$ cat src/rtl/bram_fifo_ctrl.sv
// Synchronous FIFO controller for a simple dual-port BRAM with a prefetch buffer hiding the read latency.
// Optional `BRAM_FIFO_LEVEL_EN adds the registered level and almost_full outputs.
module bram_fifo_ctrl #(
    parameter int DW    = 32,
    parameter int DEPTH = 1024,
    parameter int OREG  = 1
) (
    input  logic                       clk,
    input  logic                       rst,
    input  logic [DW-1:0]              s_tdata,
    input  logic                       s_tvalid,
    output logic                       s_tready,
    output logic [DW-1:0]              m_tdata,
    output logic                       m_tvalid,
    input  logic                       m_tready,
    output logic                       bram_wea,
    output logic [$clog2(DEPTH)-1:0]   bram_addra,
    output logic [DW-1:0]              bram_dina,
    output logic                       bram_enb,
    output logic [$clog2(DEPTH)-1:0]   bram_addrb,
    output logic                       bram_regceb,
    input  logic [DW-1:0]              bram_doutb
`ifdef BRAM_FIFO_LEVEL_EN
    ,
    output logic [$clog2(DEPTH)+1:0]   level,
    output logic                       almost_full
`endif
);

    localparam int AW  = $clog2(DEPTH);
    localparam int LAT = (OREG != 0) ? 2 : 1;
    localparam int PF  = LAT + 1;

    logic [AW:0]     wr_ptr, rd_ptr, stored;
    logic [LAT-1:0]  vpipe;
    logic [DW-1:0]   pf_mem [4];
    logic [1:0]      pf_wp, pf_rp;
    logic [2:0]      pf_cnt, inflight, occ;
    logic            wr_fire, rd_en, push, pop, empty, full;

    function automatic logic [1:0] pf_next(input logic [1:0] p);
        return (p == 2'(PF - 1)) ? 2'd0 : p + 2'd1;
    endfunction

    // NOTE: combinational logic uses blocking '=' with every output assigned up front; clocked state uses '<='.
    always_comb begin
        stored   = wr_ptr - rd_ptr;
        // stored never exceeds DEPTH, so its MSB alone marks full
        full     = stored[AW];
        empty    = (stored == '0);
        inflight = '0;
        for (int i = 0; i < LAT; i++) begin
            inflight = inflight + 3'(vpipe[i]);
        end
        push     = vpipe[LAT-1];
        s_tready = !rst && !full;
        m_tvalid = !rst && (pf_cnt != 3'd0);
        m_tdata  = pf_mem[pf_rp];
        wr_fire  = s_tvalid && s_tready;
        pop      = m_tvalid && m_tready;
        // a read is issued only if its data is guaranteed a free prefetch slot on return
        occ      = inflight + pf_cnt - 3'(pop);
        rd_en    = !rst && !empty && (occ < 3'(PF));

        bram_wea    = wr_fire;
        bram_addra  = wr_ptr[AW-1:0];
        bram_dina   = s_tdata;
        bram_enb    = rd_en;
        bram_addrb  = rd_ptr[AW-1:0];
        bram_regceb = 1'b1;
    end

    always_ff @(posedge clk) begin
        if (rst) begin
            wr_ptr <= '0;
            rd_ptr <= '0;
            vpipe  <= '0;
            pf_wp  <= '0;
            pf_rp  <= '0;
            pf_cnt <= '0;
        end else begin
            if (wr_fire) wr_ptr <= wr_ptr + (AW+1)'(1);
            if (rd_en)   rd_ptr <= rd_ptr + (AW+1)'(1);
            vpipe <= LAT'({vpipe, rd_en});
            if (push) pf_wp <= pf_next(pf_wp);
            if (pop)  pf_rp <= pf_next(pf_rp);
            pf_cnt <= pf_cnt + 3'(push) - 3'(pop);
        end
    end

    // NOTE: prefetch storage has no reset; pf_cnt alone decides which entries are valid.
    always_ff @(posedge clk) begin
        if (push) pf_mem[pf_wp] <= bram_doutb;
    end

`ifdef BRAM_FIFO_LEVEL_EN
    always_ff @(posedge clk) begin
        if (rst) begin
            level       <= '0;
            almost_full <= 1'b0;
        end else begin
            level       <= (AW+2)'(stored) + (AW+2)'(inflight) + (AW+2)'(pf_cnt);
            almost_full <= (stored >= (AW+1)'(DEPTH - 4));
        end
    end
`endif

endmodule

$ cat config.mk
export PLATFORM = sky130hd
export DESIGN_NAME = bram_fifo_ctrl
export DESIGN_NICKNAME = d
export VERILOG_FILES = /design/src/rtl/bram_fifo_ctrl.sv
export SDC_FILE = /design/constraint.sdc
export NUM_CORES = 1
export LEC_CHECK = 0
export CORE_ASPECT_RATIO = 1.2
export CORE_MARGIN = 2
export CORE_UTILIZATION = 30
export CTS_CLUSTER_DIAMETER = 200
export CTS_CLUSTER_SIZE = 10
export DETAILED_ROUTE_END_ITERATION = 10
export PLACE_DENSITY = 0.64
export SLEW_MARGIN = 5
export SYNTH_ARGS = -nofsm -noshare
export SYNTH_HDL_FRONTEND = slang
export SYNTH_SLANG_ARGS = --single-unit
$ cat constraint.sdc
create_clock -name clk -period 5.3 [get_ports clk]
set_input_delay 1.325 -clock clk [delete_from_list [all_inputs] [get_ports clk]]
set_output_delay 1.325 -clock clk [all_outputs]
set_load 0.005 [all_outputs]
==> impl_metrics.env <==
export IMPL_outcome="complete, no violations"
export IMPL_ys_warn_count=0
export IMPL_place_congestion=0.8433
export IMPL_synth_yosys_seq_area_share_pct=63.86
export IMPL_sw_frac_of_total_pct=27.25
export IMPL_path_cells="clkdlybuf4s50_1 > nor2_2 > nand2_1 > inv_1 > ha_1 > fa_1 > inv_1 > fa_1 > a21oi_2 > o21ai_2 > nor2_1 > dlygate4sd2_1"
export IMPL_dieArea_um2=24760
export IMPL_crit_family="adder cells"
export IMPL_grt_total_usage_pct=11.64
export IMPL_cp_data_required_time_ns=3.97
export IMPL_power_mw=3.897
export IMPL_fp_dieW_um=144.0
export IMPL_synth_cell_type_count=48
export IMPL_hp_start="vpipe[0]"
export IMPL_synthTopCellsByArea="edfxtp_1, mux4_2, dfxtp_1"
export IMPL_synthCells=477
export IMPL_drv_cap=0
export IMPL_initial_core_util_pct=30.50
export IMPL_synthTopCellsByCount="edfxtp_1, buf_4, dfxtp_1"
export IMPL_r2r_start="pf_cnt[1]"
export IMPL_grt_pass1_vias=4249
export IMPL_num_rows=61
export IMPL_path_clk_slew_ns=0.07
export IMPL_drt_wirelength_per_cell_um=16.61
export IMPL_whs_path_depth=2
export IMPL_fmax_mhz=195.8
export IMPL_synth_nets=563
export IMPL_insertion_delay_ns=0.42
export IMPL_relSlewSlack_pct=26.08
export IMPL_slowest_stage="clkdlybuf4s50_1"
export IMPL_drcViolationCount=0
export IMPL_vias_per_cell=4.724
export IMPL_routed_wl_um=14180
export IMPL_io_buffers=91
export IMPL_r2r_cells=13
export IMPL_cts_num_sinks=161
export IMPL_pin_count=157
export IMPL_async_flop_share_pct=0
export IMPL_finalSetupViolCount=0
export IMPL_firstDrtPassIters=4
export IMPL_hpwl_um=9268
export IMPL_area_delta_synth_final_pct=22.16
export IMPL_drt_iter0_markers=205
export IMPL_power_switching_mw=1.062
export IMPL_rsz0062_at_grt="false"
export IMPL_cts_tree="yes"
export IMPL_grt_start_max_net_pins=34
export IMPL_endpoint_kind="output port"
export IMPL_netlist_area_leader_share_pct=54.50
export IMPL_ant_nets=0
export IMPL_start_kind="input port"
export IMPL_antenna_found_initial=1
export IMPL_finalCritPeriodShare_pct=96.34
export IMPL_cts_buffer_depth=2
export IMPL_diodes=0
export IMPL_grt_overflow_total=0
export IMPL_drive_gt1_share_pct=15.21
export IMPL_seqPwrFrac_pct=39.7
export IMPL_p_comb_share_pct=26.2
export IMPL_slew_violations=0
export IMPL_path_class="input port to output port"
export IMPL_fin_nets=612
export IMPL_ys_ff_latch=161
export IMPL_skew_ns=0.01048
export IMPL_fin_tns_setup_ns=0
export IMPL_fillCellCount=2158
export IMPL_crit_path_max_incr_delay_ns=0.49
export IMPL_root_buffer="clkbuf_16"
export IMPL_cp_depth=12
export IMPL_syn_area_per_cell_um2=14.79
export IMPL_vias=4034
export IMPL_rrSetupSlack_ns=2.24
export IMPL_leakagePower_nw=2.837
export IMPL_crit_arrival_ns=3.78
export IMPL_hold_viol=0
export IMPL_critPathMaxFanout=3
export IMPL_internal_power_mw=2.835
export IMPL_htreeDepth=4
export IMPL_worst_pin_slew_ns=1.106
export IMPL_numCtsBuffers=17
export IMPL_core_um2=23130
export IMPL_synth_edf_count=128
export IMPL_min_to="vpipe[1]"
export IMPL_r2r_end="rd_ptr[9]"
export IMPL_power_share_clock_pct=34.1
export IMPL_ir_drop_mv=0.3513
export IMPL_synth_area_um2=7053
export IMPL_yosysTopAreaCell="edfxtp_1"
export IMPL_min_path_type="flip-flop to flip-flop"
export IMPL_die_y_um=172.0
export IMPL_synth_most_common_cell="edfxtp_1"
export IMPL_period_minus_slack_ns=5.106
export IMPL_cts_setup_buffers=0
export IMPL_powerDensity_nw_per_um2=452.3
export IMPL_cp_num_buf_inv=4
export IMPL_synthFlopType="edfxtp_1"
export IMPL_grt_pass1_wl_um=21960
-- final cells by class --
| class | count | area [um^2] | area share [%] |
|---|---|---|---|
| clock buffer | 18 | 429.2 | 4.981 |
| clock inverter | 14 | 219.0 | 2.541 |
| inverter | 28 | 105.1 | 1.220 |
| multi-input combinational | 219 | 1993 | 23.13 |
| sequential | 161 | 4506 | 52.29 |
| tap | 315 | 394.1 | 4.575 |
| timing repair buffer | 99 | 969.7 | 11.25 |
-- per-stage QoR --
stage	hold WS, ns	instances	instance area, um^2	setup WS (ns)	util, %
2_1_floorplan	0.4412	477	7053	0.5133	-
3_5_place_dp	0.4799	822	7963	-0.2122	34.43
4_1_cts	0.4957	854	8613	0.1404	37.25
5_1_grt	0.5330	854	8616	0.003570	37.26
6_report	0.4879	854	8616	0.1937	37.26
3_3_place_gp	0.4747	822	7963	-0.2126	34.43
-- state kept, by name (all words and copies together) (netlist names), named ones only --
register,cells
pf_cnt,3
pf_mem,128
pf_rp,2
pf_wp,2
rd_ptr,11
vpipe,2
wr_ptr,11
-- worst min-delay path: cells and delay by family, from the launching register on --
kind	cells	cell delay, ns
and+or+nand+nor	1	0.05
buffers and inverters	1	0.09
DFF	1	0.30
-- cells in the final DEF, fill, tap and decap left out, drive strengths merged, types with 2 or more instances in the layout --
cell type	Yosys	layout
nor3	8	8
o211ai	2	2
nor4	3	3
edfxtp	128	128
buf	62	8
clkinv	0	2
o2111ai	2	2
nand4	6	6
a211oi	2	2
o21ai	22	22
ha	15	15
xnor2	6	6
mux4	32	32
fa	3	3
nor2	20	20
clkbuf	7	18
bufinv	0	4
clkdlybuf4s50	0	90
mux2i	3	3
a21oi	24	24
and3	5	5
xor2	3	3
dfxtp	33	33
nand3	7	7
a21o	3	3
nand2	14	14
nor2b	4	4
or3	17	17
inv	28	35
-- timing repair --
item	CTS	global route
endpoints found under the setup margin	1	1
resized for setup	2	1
pin swaps	2	1
hold buffers	0	0
-- cell families after synthesis --
family                     synth area share [%]
adders and majority gates                 3.513
xor gates and xnor gates                  1.118
AOI/OAI and AO/OA                         5.837
and+or+nand+nor                           6.546
muxes                                     10.80
other                                   0.05317
buffers and inverters                     8.267
DFF                                       63.86
-- worst max-delay path by stage --
stage | startpoint | end
after floorplan | rst | bram_enb
after global placement | rst | bram_enb
after detailed placement | rst | bram_enb
after CTS | rst | bram_enb
after global routing | rst | bram_enb
final | rst | bram_enb
-- power by group through the flow --
stage	Sequential (mW)	Clock [mW]	Combinational, mW
2_1_floorplan	1.52	0	0.685
3_3_place_gp	1.57	0	1.01
3_5_place_dp	1.58	0	1.02
4_1_cts	1.55	1.37	1.03
5_1_grt	1.56	1.42	1.13
6_report	1.55	1.33	1.02
-- routing by layer --
layer  vias to the layer above  global-route usage, %  part of all wire (%)
met5                         -                      0                  0.11
met1                      2012                  13.41                    42
met3                        32                  3.600                   5.6
met2                       125                  19.77                    50
met4                         2                  5.413                   2.5
li1                       1863                      -                     -
No activity file was read; power rests on OpenSTA's default activity.
